<file path="config.mk">
export PLATFORM = sky130hd
export DESIGN_NAME = mem_ctrl
export DESIGN_NICKNAME = d
export VERILOG_FILES = /design/src/rtl/mem_ctrl_pkg.sv /design/src/rtl/mem_ctrl.sv
export SDC_FILE = /design/constraint.sdc
export NUM_CORES = 1
export LEC_CHECK = 0
export CAP_MARGIN = 25
export CORE_ASPECT_RATIO = 1.4
export CORE_MARGIN = 2
export CORE_UTILIZATION = 66
export CTS_BUF_LIST = sky130_fd_sc_hd__clkbuf_2 sky130_fd_sc_hd__clkbuf_4 sky130_fd_sc_hd__clkbuf_8
export CTS_CLUSTER_SIZE = 10
export DETAILED_ROUTE_END_ITERATION = 8
export DONT_BUFFER_PORTS = 1
export HOLD_SLACK_MARGIN = 0.12
export PLACE_DENSITY = 0.88
export SLEW_MARGIN = 25
export SYNTH_ARGS = -nofsm -noshare
export SYNTH_HDL_FRONTEND = slang
export SYNTH_SLANG_ARGS = --single-unit
</file>
<file path="constraint.sdc">
create_clock -name clk -period 2.05 [get_ports clk]
set_clock_uncertainty 0.1 [all_clocks]
set_input_delay 0.205 -clock clk [delete_from_list [all_inputs] [get_ports clk]]
set_output_delay 0.205 -clock clk [all_outputs]
set_load 0.005 [all_outputs]
</file>
<file path="src/rtl/mem_ctrl_pkg.sv">
// mem_ctrl_pkg: shared configuration for the byte-wide memory controller.
// Holds the bus widths, the default IO region selector, the FSM state
// encodings and a small helper that decides whether an address hits IO space.
package mem_ctrl_pkg;

  localparam int unsigned ByteBusW    = 8;
  localparam int unsigned MemAddrBusW = 32;

  // Address bits [17:16] equal to this value select the IO region.
  localparam logic [1:0] IoMaskDefault = 2'b11;

  // FSM state encodings (plain constants so older tools can share them).
  localparam logic [1:0] StIdle   = 2'b00;
  localparam logic [1:0] StIssue  = 2'b01;
  localparam logic [1:0] StIowait = 2'b10;
  localparam logic [1:0] StResp   = 2'b11;

  // Which cache owns the latched transaction.
  typedef enum logic {
    OwnDc = 1'b0,
    OwnIc = 1'b1
  } owner_e;

  // True when the region-select bits of an address match the IO selector.
  function automatic logic is_io_sel(input logic [1:0] sel, input logic [1:0] mask);
    return sel == mask;
  endfunction

endpackage

</file>
<file path="src/rtl/mem_ctrl.sv">
// mem_ctrl: arbitrates single-byte requests from a dcache and an icache onto
// one RAM port. One transaction at a time: IDLE -> ISSUE -> RESP, with an
// IOWAIT detour for IO-region writes while the IO output buffer is full.
//
// Ports
//   clk, rst_n            clock, asynchronous active-low reset
//   dc_read_i/dc_write_i  dcache byte request (level, held until done)
//   dc_addr_i/dc_w_data_i dcache address and write byte
//   dc_r_data_o/dc_done_o dcache read byte and one-cycle completion pulse
//   ic_read_i/ic_addr_i   icache byte read request and address
//   ic_r_data_o/ic_done_o icache read byte and one-cycle completion pulse
//   mem_din               RAM read data, valid the cycle after mem_a
//   mem_dout/mem_a/mem_wr RAM write data, byte address, write strobe
//   io_buffer_full        IO output buffer full; IO writes wait while set
module mem_ctrl
  import mem_ctrl_pkg::*;
#(
  parameter logic [1:0] IO_MASK = IoMaskDefault
) (
  input  logic                   clk,
  input  logic                   rst_n,
  // dcache side
  input  logic                   dc_read_i,
  input  logic                   dc_write_i,
  input  logic [MemAddrBusW-1:0] dc_addr_i,
  input  logic [ByteBusW-1:0]    dc_w_data_i,
  output logic [ByteBusW-1:0]    dc_r_data_o,
  output logic                   dc_done_o,
  // icache side
  input  logic                   ic_read_i,
  input  logic [MemAddrBusW-1:0] ic_addr_i,
  output logic [ByteBusW-1:0]    ic_r_data_o,
  output logic                   ic_done_o,
  // RAM side
  input  logic [ByteBusW-1:0]    mem_din,
  output logic [ByteBusW-1:0]    mem_dout,
  output logic [MemAddrBusW-1:0] mem_a,
  output logic                   mem_wr,
  input  logic                   io_buffer_full
);

  logic [1:0]             state_q, state_d;
  owner_e                 owner_q, owner_d;
  logic [MemAddrBusW-1:0] addr_q, addr_d;
  logic                   wr_q, wr_d;
  logic [ByteBusW-1:0]    data_q, data_d;
  logic [ByteBusW-1:0]    dc_rdata_q, dc_rdata_d;
  logic [ByteBusW-1:0]    ic_rdata_q, ic_rdata_d;

  logic dc_req;
  logic io_stall;
  logic in_resp;

  assign dc_req  = dc_read_i | dc_write_i;
  assign in_resp = (state_q == StResp);

  // The latched transaction is an IO write that must not reach the bus yet.
  // Also checked in ISSUE so a buffer that fills after latching still holds it.
  assign io_stall = wr_q & is_io_sel(addr_q[17:16], IO_MASK) & io_buffer_full;

  // Next-state and latch logic.
  always_comb begin
    state_d    = state_q;
    owner_d    = owner_q;
    addr_d     = addr_q;
    wr_d       = wr_q;
    data_d     = data_q;
    dc_rdata_d = dc_rdata_q;
    ic_rdata_d = ic_rdata_q;

    case (state_q)
      StIdle: begin
        // Fixed priority: dcache wins; a simultaneous read+write is a write.
        if (dc_req) begin
          owner_d = OwnDc;
          addr_d  = dc_addr_i;
          wr_d    = dc_write_i;
          data_d  = dc_w_data_i;
          if (dc_write_i && is_io_sel(dc_addr_i[17:16], IO_MASK) && io_buffer_full) begin
            state_d = StIowait;
          end else begin
            state_d = StIssue;
          end
        end else if (ic_read_i) begin
          owner_d = OwnIc;
          addr_d  = ic_addr_i;
          wr_d    = 1'b0;
          data_d  = '0;
          state_d = StIssue;
        end
      end

      StIssue: begin
        state_d = io_stall ? StIowait : StResp;
      end

      StIowait: begin
        if (!io_buffer_full) begin
          state_d = StIssue;
        end
      end

      StResp: begin
        // Capture the returned byte so the owner's output holds it afterwards.
        if (owner_q == OwnDc) begin
          dc_rdata_d = mem_din;
        end else begin
          ic_rdata_d = mem_din;
        end
        state_d = StIdle;
      end

      default: begin
        state_d = StIdle;
      end
    endcase
  end

  always_ff @(posedge clk or negedge rst_n) begin
    if (!rst_n) begin
      state_q    <= StIdle;
      owner_q    <= OwnDc;
      addr_q     <= '0;
      wr_q       <= 1'b0;
      data_q     <= '0;
      dc_rdata_q <= '0;
      ic_rdata_q <= '0;
    end else begin
      state_q    <= state_d;
      owner_q    <= owner_d;
      addr_q     <= addr_d;
      wr_q       <= wr_d;
      data_q     <= data_d;
      dc_rdata_q <= dc_rdata_d;
      ic_rdata_q <= ic_rdata_d;
    end
  end

  // RAM port: only driven while issuing; zero everywhere else.
  always_comb begin
    mem_a    = '0;
    mem_dout = '0;
    mem_wr   = 1'b0;
    if ((state_q == StIssue) && !io_stall) begin
      mem_a    = addr_q;
      mem_dout = data_q;
      mem_wr   = wr_q;
    end
  end

  // Completion and read data. In RESP the owner sees mem_din directly; the
  // capture register supplies the same byte from the next cycle on.
  always_comb begin
    dc_done_o   = in_resp && (owner_q == OwnDc);
    ic_done_o   = in_resp && (owner_q == OwnIc);
    dc_r_data_o = dc_done_o ? mem_din : dc_rdata_q;
    ic_r_data_o = ic_done_o ? mem_din : ic_rdata_q;
  end

endmodule

</file>
==> out/qor.txt <==
======================================================================
Nets in the synthesized netlist .........................          355
Wire length of the first global-routing pass ............     16600 um
Final hold vios .........................................            0
Required @ worst endpoint ...............................      1.75 ns
Number of input and output port buffers inserted ........            0
Clock latency on the worst-skew pair ....................      0.33 ns
Total of flip-flops plus latches after synthesis ........           60
Detail-routed via count per cell ........................         7.32
Cell chosen for the clock root .......................... sky130_fd_sc_hd__clkbuf_8
Residual DRC ............................................            0
Via count of the first global-routing pass ..............         3131
Layout Area Growth over Synthesis .......................        38.7%
CTS sink cnt ............................................           60
Cell at the slowest stage of the critical path .......... sky130_fd_sc_hd__dfrtp_1
Boundary Pins ...........................................          145
Detailed Routing Iterations Pass 1 ......................            6
Number of placement rows ................................           29
Total of max-cap violations .............................            0
Antenna-violating nets left .............................            0
Min setup slack post-route ..............................   0.00441 ns
# nets final ............................................          440
Worst Max-Slew Pin Slew .................................     0.552 ns
Effective utilization at floorplan ......................        67.9%
Hold WC Path Type ....................................... input port to flop
Synth area leader ....................................... sky130_fd_sc_hd__dfrtp_1
Max-slew headroom at the worst pin ......................        63.2%
Instance count of the mapped netlist ....................          269
Part of the cycle the worst path needs ..................        99.8%
Average detailed-routed wire length per instance ........      30.0 um
Most area-consuming cells after synthesis ............... sky130_fd_sc_hd__dfrtp_1, sky130_fd_sc_hd__mux2i_1, sky130_fd_sc_hd__a21oi_2
Area used by multi-input combinational logic ............     1400 um2
Setup Viol. Count Final .................................            0
Worst slack at placement ................................     0.436 ns
Pin count of the biggest net entering global routing ....           61
Post-detail-place hpwl ..................................      4470 um
Crit path kind .......................................... flop to output port
Total detailed-routing wirelength .......................     12700 um
Horizontal die dimension ................................      61.3 um
First DRT Iteration DRCs ................................          388
RD Place Congestion .....................................        0.786
TritonCTS clock tree ....................................         done
Max Buffers Root-to-Sink ................................            2
Post-route cell area ....................................     4200 um2
Type of element launching the critical path .............         flop
Post-layout utilization of the core .....................        94.1%
Synth Warn # ............................................            0
Number of H-tree levels .................................            3
Type of element capturing the critical path .............  output port
Placed standard-cell area ...............................     3080 um2
Run status .............................................. complete, no violations
Max-slew violation count ................................            0
Die span in y ...........................................      84.2 um
Global router's overall resource usage ..................        44.2%
Critical Path AT ........................................      1.74 ns
Peak supply drop ........................................    0.00118 V
Worst-path clk slew .....................................      0.07 ns
Ordered cell list for the critical path ................. nor2b_2 -> buf_4 -> and3_1
Grt ovf .................................................            0
Peak clock frequency supported by timing ................      489 MHz
Power density of the placed cells .......................  1480 nW/um2
Die Area ................................................     5160 um2
Final critical path time including I/O delays and setup .      2.05 ns
Largest fanout on the critical path .....................           26
Total power consumption of the routed design ............      6200 uW
Sequential cell area ....................................     1500 um2
Via count of the routed design ..........................         3089
Cts bufs inserted .......................................            9
Area of the placeable core ..............................     4460 um2
Mean instance size in the synthesized netlist ...........     11.3 um2
Area fraction of the dominant cell type after synthesis .        49.6%
Sequential share of the synthesized area ................        49.6%
Initial antenna violation count .........................            1
Number of unique standard cell types used by synthesis ..           26
Static leakage power ....................................   0.00186 uW
Slowest cell delay on critical path .....................      0.53 ns
Layout cells sized above 1 ..............................        22.8%
Count of fill cells added during filler insertion .......          128
Mapped cell area ........................................     3030 um2
======================================================================
[final timing paths]
kind                            cells after the start  slack [ns]              startpoint                   endpoint
min in group asynchronous                           2        0.36                   rst_n  dc_rdata_q[0]$_DFFE_PN0P_
worst max register to register                      4        0.32  state_q[0]$_DFFE_PN0P_     state_q[0]$_DFFE_PN0P_
worst min-delay path                                3        0.32           dc_addr_i[16]     state_q[0]$_DFFE_PN0P_
worst min register to register                      1        0.42   data_q[5]$_DFFE_PN0P_      data_q[5]$_DFFE_PN0P_
worst max-delay path                                3       0.004  state_q[0]$_DFFE_PN0P_                  mem_a[21]
max in group asynchronous                           2        1.25                   rst_n  dc_rdata_q[5]$_DFFE_PN0P_
[critical path: cells and delay by family (launching register included)]
kind / cells / cell delay (ns)
buf+inv: 1 / 0.31
simple gates: 2 / 0.56
flops: 1 / 0.53
[synthesized netlist by cell type, drive strengths merged]
library cell / count
a21oi: 66
dfrtp: 60
and3: 41
mux2i: 32
mux2: 17
clkbuf: 16
a22o: 8
buf: 8
inv: 4
nor2: 3
nand4: 2
o22ai: 2
a22oi: 1
and2: 1
nand2: 1
nand2b: 1
nand3: 1
nand3b: 1
nor2b: 1
nor3: 1
o2bb2ai: 1
or3: 1
[flip-flops by register name, summed over array words and instances (netlist names)]
signal      cells
addr_q         32
data_q          8
dc_rdata_q      8
ic_rdata_q      8
state_q         2
owner_q         1
wr_q            1
[final cells by class]
class / count / area share (%)
Sequential cell: 60 / 35.7
Inverter: 4 / 0.357
Timing Repair Buffer: 98 / 23.0
Antenna cell: 1 / 0.0596
Tap cell: 62 / 1.85
Clock inverter: 4 / 1.67
Clock buffer: 12 / 3.93
Multi-Input combinational cell: 181 / 33.4
[per-layer routing]
layer	global-route usage, %	vias up	wire length, um
met4	20.8	0	976
met5	0	-	0
met3	14.6	104	1630
met1	48.5	1458	3870
li1	-	1155	-
met2	74.3	372	6180
[timing repair]
action,4_1_cts,5_1_grt
hold endpoints to repair,119,0
setup endpoints to repair,0,16
resized for setup,0,1
hold buffers,85,0
setup buffers,0,1
[layout by cell type, fill, tap and decap left out]
cell type	n
sky130_fd_sc_hd__nor2b_2	1
sky130_fd_sc_hd__diode_2	1
sky130_fd_sc_hd__nand2_2	1
sky130_fd_sc_hd__or3_1	1
sky130_fd_sc_hd__dfrtp_1	60
sky130_fd_sc_hd__buf_4	13
sky130_fd_sc_hd__buf_16	1
sky130_fd_sc_hd__mux2_2	16
sky130_fd_sc_hd__a21oi_2	30
sky130_fd_sc_hd__o2bb2ai_1	1
sky130_fd_sc_hd__nand4_1	2
sky130_fd_sc_hd__inv_1	4
sky130_fd_sc_hd__nor2_2	1
sky130_fd_sc_hd__nand2b_1	1
sky130_fd_sc_hd__clkbuf_8	12
sky130_fd_sc_hd__a22o_1	8
sky130_fd_sc_hd__and2_4	1
sky130_fd_sc_hd__and3_1	41
sky130_fd_sc_hd__bufinv_16	2
sky130_fd_sc_hd__nand3b_1	1
sky130_fd_sc_hd__nor2_1	1
sky130_fd_sc_hd__dlygate4sd3_1	84
sky130_fd_sc_hd__a22oi_1	1
sky130_fd_sc_hd__mux2_1	1
sky130_fd_sc_hd__clkinv_2	2
sky130_fd_sc_hd__mux2i_1	32
sky130_fd_sc_hd__nor3_1	1
sky130_fd_sc_hd__nor2_4	1
sky130_fd_sc_hd__nand3_2	1
sky130_fd_sc_hd__a21oi_1	36
sky130_fd_sc_hd__o22ai_1	2
[cell families after synthesis]
group	count (synthesis)	share of synthesized area [%]
multiplexers	49	16.9
AO/OA/AOI/OAI	78	17.9
flip-flops	60	49.6
AND/OR/NAND/NOR	54	11.0
buffers and inverters	28	4.63
[where the power goes]
group	switching [uW]	internal (uW)	leakage (uW)
sequential	444	1780	0.000687
clock	501	781	0.000122
combinational	1640	1050	0.00105
[metrics by stage]
stage / hold WS (ns) / std cells / TNS (ns)
after floorplan: -0.191 / 269 / 0
after global placement: -0.189 / 319 / 0
after detailed placement: -0.189 / 319 / 0
after CTS: 0.133 / 420 / 0
after global routing: 0.318 / 422 / -0.305
final: 0.322 / 422 / 0
No activity file was read; power rests on OpenSTA's default activity.
